--- src/rtl/cgra_pkg.sv ---
// Shared CGRA constants and types used by the TCDM port buffers.
package cgra_pkg;

  localparam int unsigned DATA_BUS_ADD_WIDTH  = 32;
  localparam int unsigned DATA_BUS_DATA_WIDTH = 32;

  localparam int unsigned TCDM_BUF_REQ_DEPTH = 4;
  localparam int unsigned TCDM_BUF_MAX_OUTST = 2;

  typedef struct packed {
    logic [DATA_BUS_ADD_WIDTH-1:0]  add;
    logic                           wen;
    logic [3:0]                     be;
    logic [DATA_BUS_DATA_WIDTH-1:0] wdata;
  } tcdm_req_entry_t;

endpackage

--- src/rtl/cgra_sync_fifo.sv ---
// Generic synchronous FIFO, no fall-through; pointers carry an extra wrap bit
// so full and empty come straight from a pointer compare.
module cgra_sync_fifo #(
  parameter int unsigned WIDTH = 8,
  parameter int unsigned DEPTH = 4
) (
  input  logic             clk_i,
  input  logic             rst_i,
  input  logic             push_i,
  input  logic             pop_i,
  input  logic [WIDTH-1:0] wdata_i,
  output logic [WIDTH-1:0] rdata_o,
  output logic             full_o,
  output logic             empty_o
);

  localparam int unsigned AW = (DEPTH > 1) ? $clog2(DEPTH) : 1;

  logic [AW:0]      wr_ptr_q, wr_ptr_d;
  logic [AW:0]      rd_ptr_q, rd_ptr_d;
  logic [WIDTH-1:0] mem_q [DEPTH];
  logic [WIDTH-1:0] mem_d [DEPTH];
  logic             push_ok_s;
  logic             pop_ok_s;

  assign empty_o   = (wr_ptr_q == rd_ptr_q);
  assign full_o    = (wr_ptr_q[AW] != rd_ptr_q[AW]) &&
                     (wr_ptr_q[AW-1:0] == rd_ptr_q[AW-1:0]);
  assign push_ok_s = push_i & ~full_o;
  assign pop_ok_s  = pop_i & ~empty_o;
  assign rdata_o   = mem_q[rd_ptr_q[AW-1:0]];

  // Next-state pointers and storage.
  always_comb begin
    wr_ptr_d = wr_ptr_q;
    rd_ptr_d = rd_ptr_q;
    mem_d    = mem_q;
    if (push_ok_s) begin
      wr_ptr_d                  = wr_ptr_q + {{AW{1'b0}}, 1'b1};
      mem_d[wr_ptr_q[AW-1:0]]   = wdata_i;
    end else begin
      wr_ptr_d = wr_ptr_q;
    end
    if (pop_ok_s) begin
      rd_ptr_d = rd_ptr_q + {{AW{1'b0}}, 1'b1};
    end else begin
      rd_ptr_d = rd_ptr_q;
    end
  end

  // Pointer registers.
  always_ff @(posedge clk_i) begin
    if (rst_i) begin
      wr_ptr_q <= '0;
      rd_ptr_q <= '0;
    end else begin
      wr_ptr_q <= wr_ptr_d;
      rd_ptr_q <= rd_ptr_d;
    end
  end

  // Payload storage needs no reset; empty pointers mask stale contents.
  always_ff @(posedge clk_i) begin
    mem_q <= mem_d;
  end

endmodule

--- src/rtl/cgra_tcdm_port_buffer.sv ---
// Decouples one CGRA TCDM master port from the data-bus interconnect: queued
// in-order issue, capped outstanding count, 1-cycle registered response path.
module cgra_tcdm_port_buffer
  import cgra_pkg::*;
#(
  parameter int unsigned REQ_DEPTH = TCDM_BUF_REQ_DEPTH,
  parameter int unsigned MAX_OUTST = TCDM_BUF_MAX_OUTST,
  parameter int unsigned ADDR_W    = DATA_BUS_ADD_WIDTH,
  parameter int unsigned DATA_W    = DATA_BUS_DATA_WIDTH
) (
  input  logic              clk_i,
  input  logic              rst_i,
  input  logic              tcdm_req_i,
  input  logic [ADDR_W-1:0] tcdm_add_i,
  input  logic              tcdm_wen_i,
  input  logic [3:0]        tcdm_be_i,
  input  logic [DATA_W-1:0] tcdm_wdata_i,
  output logic              tcdm_gnt_o,
  output logic [DATA_W-1:0] tcdm_rdata_o,
  output logic              tcdm_rvalid_o,
  output logic              bus_req_o,
  output logic [ADDR_W-1:0] bus_add_o,
  output logic              bus_we_o,
  output logic [3:0]        bus_be_o,
  output logic [DATA_W-1:0] bus_wdata_o,
  input  logic              bus_gnt_i,
  input  logic [DATA_W-1:0] bus_rdata_i,
  input  logic              bus_rvalid_i,
  output logic [3:0]        outst_o,
  output logic              err_o
);

  localparam int unsigned ENTRY_W     = ADDR_W + 1 + 4 + DATA_W;
  localparam logic [3:0]  MAX_OUTST_C = 4'(MAX_OUTST);

  logic [ENTRY_W-1:0] entry_in_s;
  logic [ENTRY_W-1:0] head_s;
  logic               full_s, empty_s;
  logic               push_s, pop_s, ret_s;

  logic [3:0]         outst_q, outst_d;
  logic               err_q, err_d;
  logic               rvalid_q, rvalid_d;
  logic [DATA_W-1:0]  rdata_q, rdata_d;

  assign entry_in_s = {tcdm_add_i, tcdm_wen_i, tcdm_be_i, tcdm_wdata_i};

  cgra_sync_fifo #(
    .WIDTH (ENTRY_W),
    .DEPTH (REQ_DEPTH)
  ) u_req_fifo (
    .clk_i   (clk_i),
    .rst_i   (rst_i),
    .push_i  (push_s),
    .pop_i   (pop_s),
    .wdata_i (entry_in_s),
    .rdata_o (head_s),
    .full_o  (full_s),
    .empty_o (empty_s)
  );

  // Grant depends only on registered FIFO state, never on the incoming request.
  assign tcdm_gnt_o = ~full_s;
  assign push_s     = tcdm_req_i & tcdm_gnt_o;
  assign bus_req_o  = ~empty_s & (outst_q < MAX_OUTST_C);
  assign pop_s      = bus_req_o & bus_gnt_i;
  assign ret_s      = bus_rvalid_i & (outst_q != 4'd0);

  assign bus_add_o   = head_s[ENTRY_W-1 -: ADDR_W];
  assign bus_we_o    = head_s[DATA_W+4];
  assign bus_be_o    = head_s[DATA_W+3 -: 4];
  assign bus_wdata_o = head_s[DATA_W-1:0];

  assign outst_o       = outst_q;
  assign err_o         = err_q;
  assign tcdm_rvalid_o = rvalid_q;
  assign tcdm_rdata_o  = rdata_q;

  // Outstanding counter, sticky error and response stage next-state.
  always_comb begin
    outst_d  = outst_q;
    err_d    = err_q;
    rvalid_d = bus_rvalid_i;
    rdata_d  = rdata_q;
    case ({pop_s, ret_s})
      2'b10:   outst_d = outst_q + 4'd1;
      2'b01:   outst_d = outst_q - 4'd1;
      default: outst_d = outst_q;
    endcase
    if (bus_rvalid_i && (outst_q == 4'd0)) begin
      err_d = 1'b1;
    end else begin
      err_d = err_q;
    end
    if (bus_rvalid_i) begin
      rdata_d = bus_rdata_i;
    end else begin
      rdata_d = rdata_q;
    end
  end

  // State registers.
  always_ff @(posedge clk_i) begin
    if (rst_i) begin
      outst_q  <= 4'd0;
      err_q    <= 1'b0;
      rvalid_q <= 1'b0;
      rdata_q  <= '0;
    end else begin
      outst_q  <= outst_d;
      err_q    <= err_d;
      rvalid_q <= rvalid_d;
      rdata_q  <= rdata_d;
    end
  end

endmodule

--- config.mk ---
export PLATFORM = sky130hd
export DESIGN_NAME = cgra_tcdm_port_buffer
export DESIGN_NICKNAME = d
export VERILOG_FILES = /design/src/rtl/cgra_pkg.sv /design/src/rtl/cgra_sync_fifo.sv /design/src/rtl/cgra_tcdm_port_buffer.sv
export SDC_FILE = /design/constraint.sdc
export NUM_CORES = 1
export LEC_CHECK = 0
export BUFFER_PORTS_ARGS = -buffer_cell sky130_fd_sc_hd__buf_4
export CORE_MARGIN = 1.5
export CORE_UTILIZATION = 45
export DETAILED_ROUTE_END_ITERATION = 16
export PLACE_DENSITY = 0.67
export RECOVER_POWER = 100
export SLEW_MARGIN = 10
export SYNTH_ARGS = -nofsm -noshare
export SYNTH_HDL_FRONTEND = slang
export SYNTH_SLANG_ARGS = --single-unit
export TNS_END_PERCENT = 100
--- constraint.sdc ---
create_clock -name clk_i -period 5.7 [get_ports clk_i]
set_clock_uncertainty 0.2 [all_clocks]
set_input_delay 0.855 -clock clk_i [delete_from_list [all_inputs] [get_ports clk_i]]
set_output_delay 0.855 -clock clk_i [all_outputs]
set_load 0.005 [all_outputs]
==> impl_results.html <==
<table>
<tr><th>Metric</th><th>Value</th></tr>
<tr><th colspan="2">Place</th></tr>
<tr><td>Count of buffers inserted at the top-level ports</td><td>214</td></tr>
<tr><td>Pre-CTS setup slack</td><td>2.09 ns</td></tr>
<tr><td>Standard cell area after detailed placement</td><td>about 0.014 mm²</td></tr>
<tr><td>Final Wtd Congestion</td><td>0.739</td></tr>
<tr><td>Post-Place Cells</td><td>1072</td></tr>
<tr><td>HPWL Detailed</td><td>13600 µm</td></tr>
<tr><th colspan="2">Floorplan</th></tr>
<tr><td>Boundary Pins</td><td>approximately 220</td></tr>
<tr><td>Core area</td><td>around 0.026 mm²</td></tr>
<tr><td>X dimension of the die</td><td>~160 µm</td></tr>
<tr><td>Die H</td><td>approximately 160 µm</td></tr>
<tr><td>Starting utilization of the core area</td><td>45.5%</td></tr>
<tr><td>Die outline area</td><td>roughly 0.027 mm²</td></tr>
<tr><td>Placement Rows</td><td>59</td></tr>
<tr><th colspan="2">Cells and area</th></tr>
<tr><td>Layout cell share with drive strength beyond 1</td><td>between 20 and 30%</td></tr>
<tr><td>Synth-to-layout area growth</td><td>21.9%</td></tr>
<tr><td>Final Non-Filler Cells</td><td>approximately 1100</td></tr>
<tr><td>Finished Cell Area</td><td>roughly 0.014 mm²</td></tr>
<tr><td>Antenna diode count</td><td>0</td></tr>
<tr><td>Layout net count</td><td>around 890</td></tr>
<tr><th colspan="2">CTS</th></tr>
<tr><td>Skew-Pair Late Insertion Delay</td><td>around 0.48 ns</td></tr>
<tr><td>Total number of H-tree levels</td><td>2</td></tr>
<tr><td>Buffer levels on the longest clock path</td><td>3</td></tr>
<tr><td>Clock transition at path regs</td><td>around 0.060 ns</td></tr>
<tr><td>Buffers inserted by post-CTS timing repair</td><td>0</td></tr>
<tr><td>Resized cells post-CTS</td><td>0</td></tr>
<tr><td>Number of clock buffers inserted by TritonCTS</td><td>34</td></tr>
<tr><td>CTS tree</td><td>built</td></tr>
<tr><td>Number of hold buffers added after cts</td><td>0</td></tr>
<tr><td>Num Clock Sinks</td><td>320</td></tr>
<tr><td>Clock root buffer master</td><td>clkbuf_16</td></tr>
<tr><th colspan="2">Global routing</th></tr>
<tr><td>Via count of the first global-routing pass</td><td>roughly 6300</td></tr>
<tr><td>Pin count of the biggest net entering global routing</td><td>72</td></tr>
<tr><td>First-pass GRT wire length</td><td>around 34000 µm</td></tr>
<tr><td>Overall routing resource usage</td><td>~17%</td></tr>
<tr><td>Antenna violations before repair</td><td>0</td></tr>
<tr><td>Grt total ovfl</td><td>0</td></tr>
<tr><th colspan="2">STA</th></tr>
<tr><td>Setup TNS after final layout</td><td>0 ns</td></tr>
<tr><td>Worst slew margin relative to its limit</td><td>-50.2%</td></tr>
<tr><td>Transition at the pin with the smallest max-transition slack</td><td>2.25 ns</td></tr>
<tr><td>RSZ-0062 raised after global routing</td><td>false</td></tr>
<tr><td>Number of pins exceeding their max-slew limit in the final report</td><td>about 270</td></tr>
<tr><td>Final setup margin</td><td>1.41 ns</td></tr>
<tr><td>Highest attainable clock frequency</td><td>approximately 0.23 GHz</td></tr>
<tr><td>Clock period minus final worst setup slack</td><td>4.29 ns</td></tr>
<tr><td>Final Hold Slack</td><td>roughly 0.27 ns</td></tr>
<tr><td>Hold Violations, Final</td><td>0</td></tr>
<tr><td>Period utilisation layout</td><td>75.3%</td></tr>
<tr><td>Final setup violation count</td><td>0</td></tr>
<tr><th colspan="2">Synthesis</th></tr>
<tr><td>Mapped Nets</td><td>660</td></tr>
<tr><td>Post-synth EDFFs</td><td>approximately 280</td></tr>
<tr><td>Avg Inst Size Synth</td><td>21.6 µm²</td></tr>
<tr><td>Yosys top cell area share</td><td>a little over two thirds</td></tr>
<tr><td>Number of storage elements in the synthesis netlist</td><td>320</td></tr>
<tr><td>Part of the Yosys area used for sequential elements</td><td>between 70 and 80%</td></tr>
<tr><td>Number of different library cells in the post-synthesis netlist</td><td>29</td></tr>
<tr><td>Dominant register cell in the synthesized netlist</td><td>edfxtp_1</td></tr>
<tr><td>Total of warnings raised by yosys</td><td>0</td></tr>
<tr><td>Post-synthesis cell type with the largest combined area</td><td>edfxtp_1</td></tr>
<tr><td>Gate count after technology mapping</td><td>545</td></tr>
<tr><td>Post-synth design cell area</td><td>between 0.01 and 0.015 mm²</td></tr>
<tr><td>Top cell types by occurrence after synthesis</td><td>edfxtp_1, mux4_2, dfxtp_1, nor2_1, mux2i_1</td></tr>
<tr><td>Cell with the most instances after synthesis</td><td>edfxtp_1</td></tr>
<tr><td>Async S/R FF share, synth</td><td>0%</td></tr>
<tr><td>Largest cells by area after synthesis</td><td>edfxtp_1, mux4_2, dfxtp_1</td></tr>
<tr><th colspan="2">Power</th></tr>
<tr><td>VDD IR-drop max</td><td>0.283 mV</td></tr>
<tr><td>Power density cells</td><td>roughly 400 mW/mm²</td></tr>
<tr><td>Lkg Pwr</td><td>roughly 5 nW</td></tr>
<tr><th colspan="2">Route</th></tr>
<tr><td>DRC errors left</td><td>0</td></tr>
<tr><td>Number of nets still failing antenna checks after routing</td><td>0</td></tr>
<tr><td>Average vias per placed instance</td><td>5.16</td></tr>
<tr><td>Vias post-DR</td><td>around 5800</td></tr>
<tr><td>DRC violation total after the first TritonRoute iteration</td><td>~280</td></tr>
<tr><td>Total iterations of the first detailed-routing run</td><td>4</td></tr>
<tr><td>Wire length per cell after detailed routing</td><td>19.6 µm</td></tr>
<tr><td>Final wirelength</td><td>22200 µm</td></tr>
<tr><th colspan="2">Setup path</th></tr>
<tr><td>Worst Setup End Kind</td><td>register</td></tr>
<tr><td>Crit path DAT</td><td>approximately 4.2 ns</td></tr>
<tr><td>Timing endpoint of the critical path</td><td>u_req_fifo.mem_q[141]$_DFFE_PP_</td></tr>
<tr><td>CP Class</td><td>register to register</td></tr>
<tr><td>Worst setup path startpoint</td><td>u_req_fifo.rd_ptr_q[0]$_SDFFE_PP0P_</td></tr>
<tr><td>Worst reg2reg path depth</td><td>4</td></tr>
<tr><td>Startpoint of the worst register-to-register path</td><td>u_req_fifo.rd_ptr_q[0]$_SDFFE_PP0P_</td></tr>
<tr><td>Worst R2R End</td><td>u_req_fifo.mem_q[141]$_DFFE_PP_</td></tr>
<tr><td>Worst-path maximum fanout</td><td>47</td></tr>
<tr><td>Flop-to-flop setup slack</td><td>1.41 ns</td></tr>
<tr><td>Critical path required time</td><td>approximately 5.6 ns</td></tr>
<tr><td>Category of the worst setup path launch point</td><td>register</td></tr>
<tr><th colspan="2">Outcome</th></tr>
<tr><td>Status</td><td>complete, but fails checks</td></tr>
<tr><td>Failing checks</td><td>max-capacitance violations, max-slew violations</td></tr>
<tr><th colspan="2">Hold path</th></tr>
<tr><td>Path type of the worst min-delay path</td><td>register to register</td></tr>
<tr><td>HP Start</td><td>err_o$_SDFFE_PP0P_</td></tr>
<tr><th colspan="2">Run</th></tr>
<tr><td>Max-cap viol count</td><td>5</td></tr>
</table>
critical path, cell delays in order (launching register included):
cell      delay (ns)
dfxtp_4         0.83
xnor2_1         0.25
a31oi_1         0.61
and2_4          0.77
clkbuf_1        1.20
sequential cells by signal, summed over array words and instances, names as in the netlist:
| register | count |
|---|---|
| err_o | 1 |
| outst_o | 4 |
| tcdm_rdata_o | 32 |
| tcdm_rvalid_o | 1 |
| u_req_fifo.mem_q | 276 |
| u_req_fifo.rd_ptr_q | 3 |
| u_req_fifo.wr_ptr_q | 3 |
metal layers:
layer	global-route usage, %	wire length (µm)	vias to the layer above
li1	-	-	2652
met1	20.2	9000	2994
met2	29.0	11600	159
met3	3.99	1260	37
met4	4.95	399	0
met5	0	0	-
power breakdown:
group / switching, mW / internal [mW] / leakage [nW]
logic: 0.406 / 0.475 / 1.48
registers: 0.0806 / 2.69 / 2.90
clock network: 0.823 / 1.23 / 0.513
total: 1.31 / 4.39 / 4.89
worst min-delay path by stage:
stage                               endpoint  slack, ns  depth (start not counted)
after floorplan           err_o$_SDFFE_PP0P_       0.26                          2
after global placement    err_o$_SDFFE_PP0P_       0.26                          2
after detailed placement  err_o$_SDFFE_PP0P_       0.26                          2
after CTS                 err_o$_SDFFE_PP0P_       0.27                          2
after global routing      err_o$_SDFFE_PP0P_       0.32                          2
final                     err_o$_SDFFE_PP0P_       0.27                          2
placed cells by master, fill, tap and decap left out, types with 2 or more instances in the layout:
cell type,Yosys,final
inv_1,8,8
nor2b_1,2,2
nor2_1,44,44
mux2i_1,34,34
a21oi_1,8,8
ha_1,8,8
clkinv_1,0,9
mux4_2,69,69
clkinv_2,0,4
a31oi_1,1,2
clkbuf_4,0,77
bufinv_16,0,2
and2_2,0,2
edfxtp_1,276,276
clkbuf_1,14,107
and2_4,0,2
buf_4,0,39
nand3_1,2,2
clkbuf_16,0,35
dfxtp_1,44,43
xnor2_1,3,4
xor2_1,3,3
logic make-up (layout without fill, tap and decap cells):
| family | after synthesis | after routing | share of synthesized area (%) |
|---|---|---|---|
| fa+ha+maj | 9 | 9 | 1.02 |
| flops | 320 | 320 | 77.8 |
| simple gates | 57 | 57 | 2.14 |
| buf+inv | 34 | 286 | 1.32 |
| xor+xnor | 8 | 8 | 0.722 |
| mux | 103 | 103 | 16.1 |
| compound gates | 14 | 14 | 0.945 |
layout make-up:
class,instances,area (µm²)
fill,2027,11500
sequential,320,9170
multi-input combinational,191,2440
timing repair buffer,218,1250
clock buffer,43,916
tap,335,419
clock inverter,17,131
inverter,8,30.0
stage by stage:
stage | utilization, % | power [mW]
after floorplan | - | 3.33
after global placement | 53.0 | 3.77
after detailed placement | 53.0 | 3.80
after CTS | 57.1 | 5.86
after global routing | 55.4 | 5.95
final | 55.4 | 5.70
(Power assumes the default switching activity.)
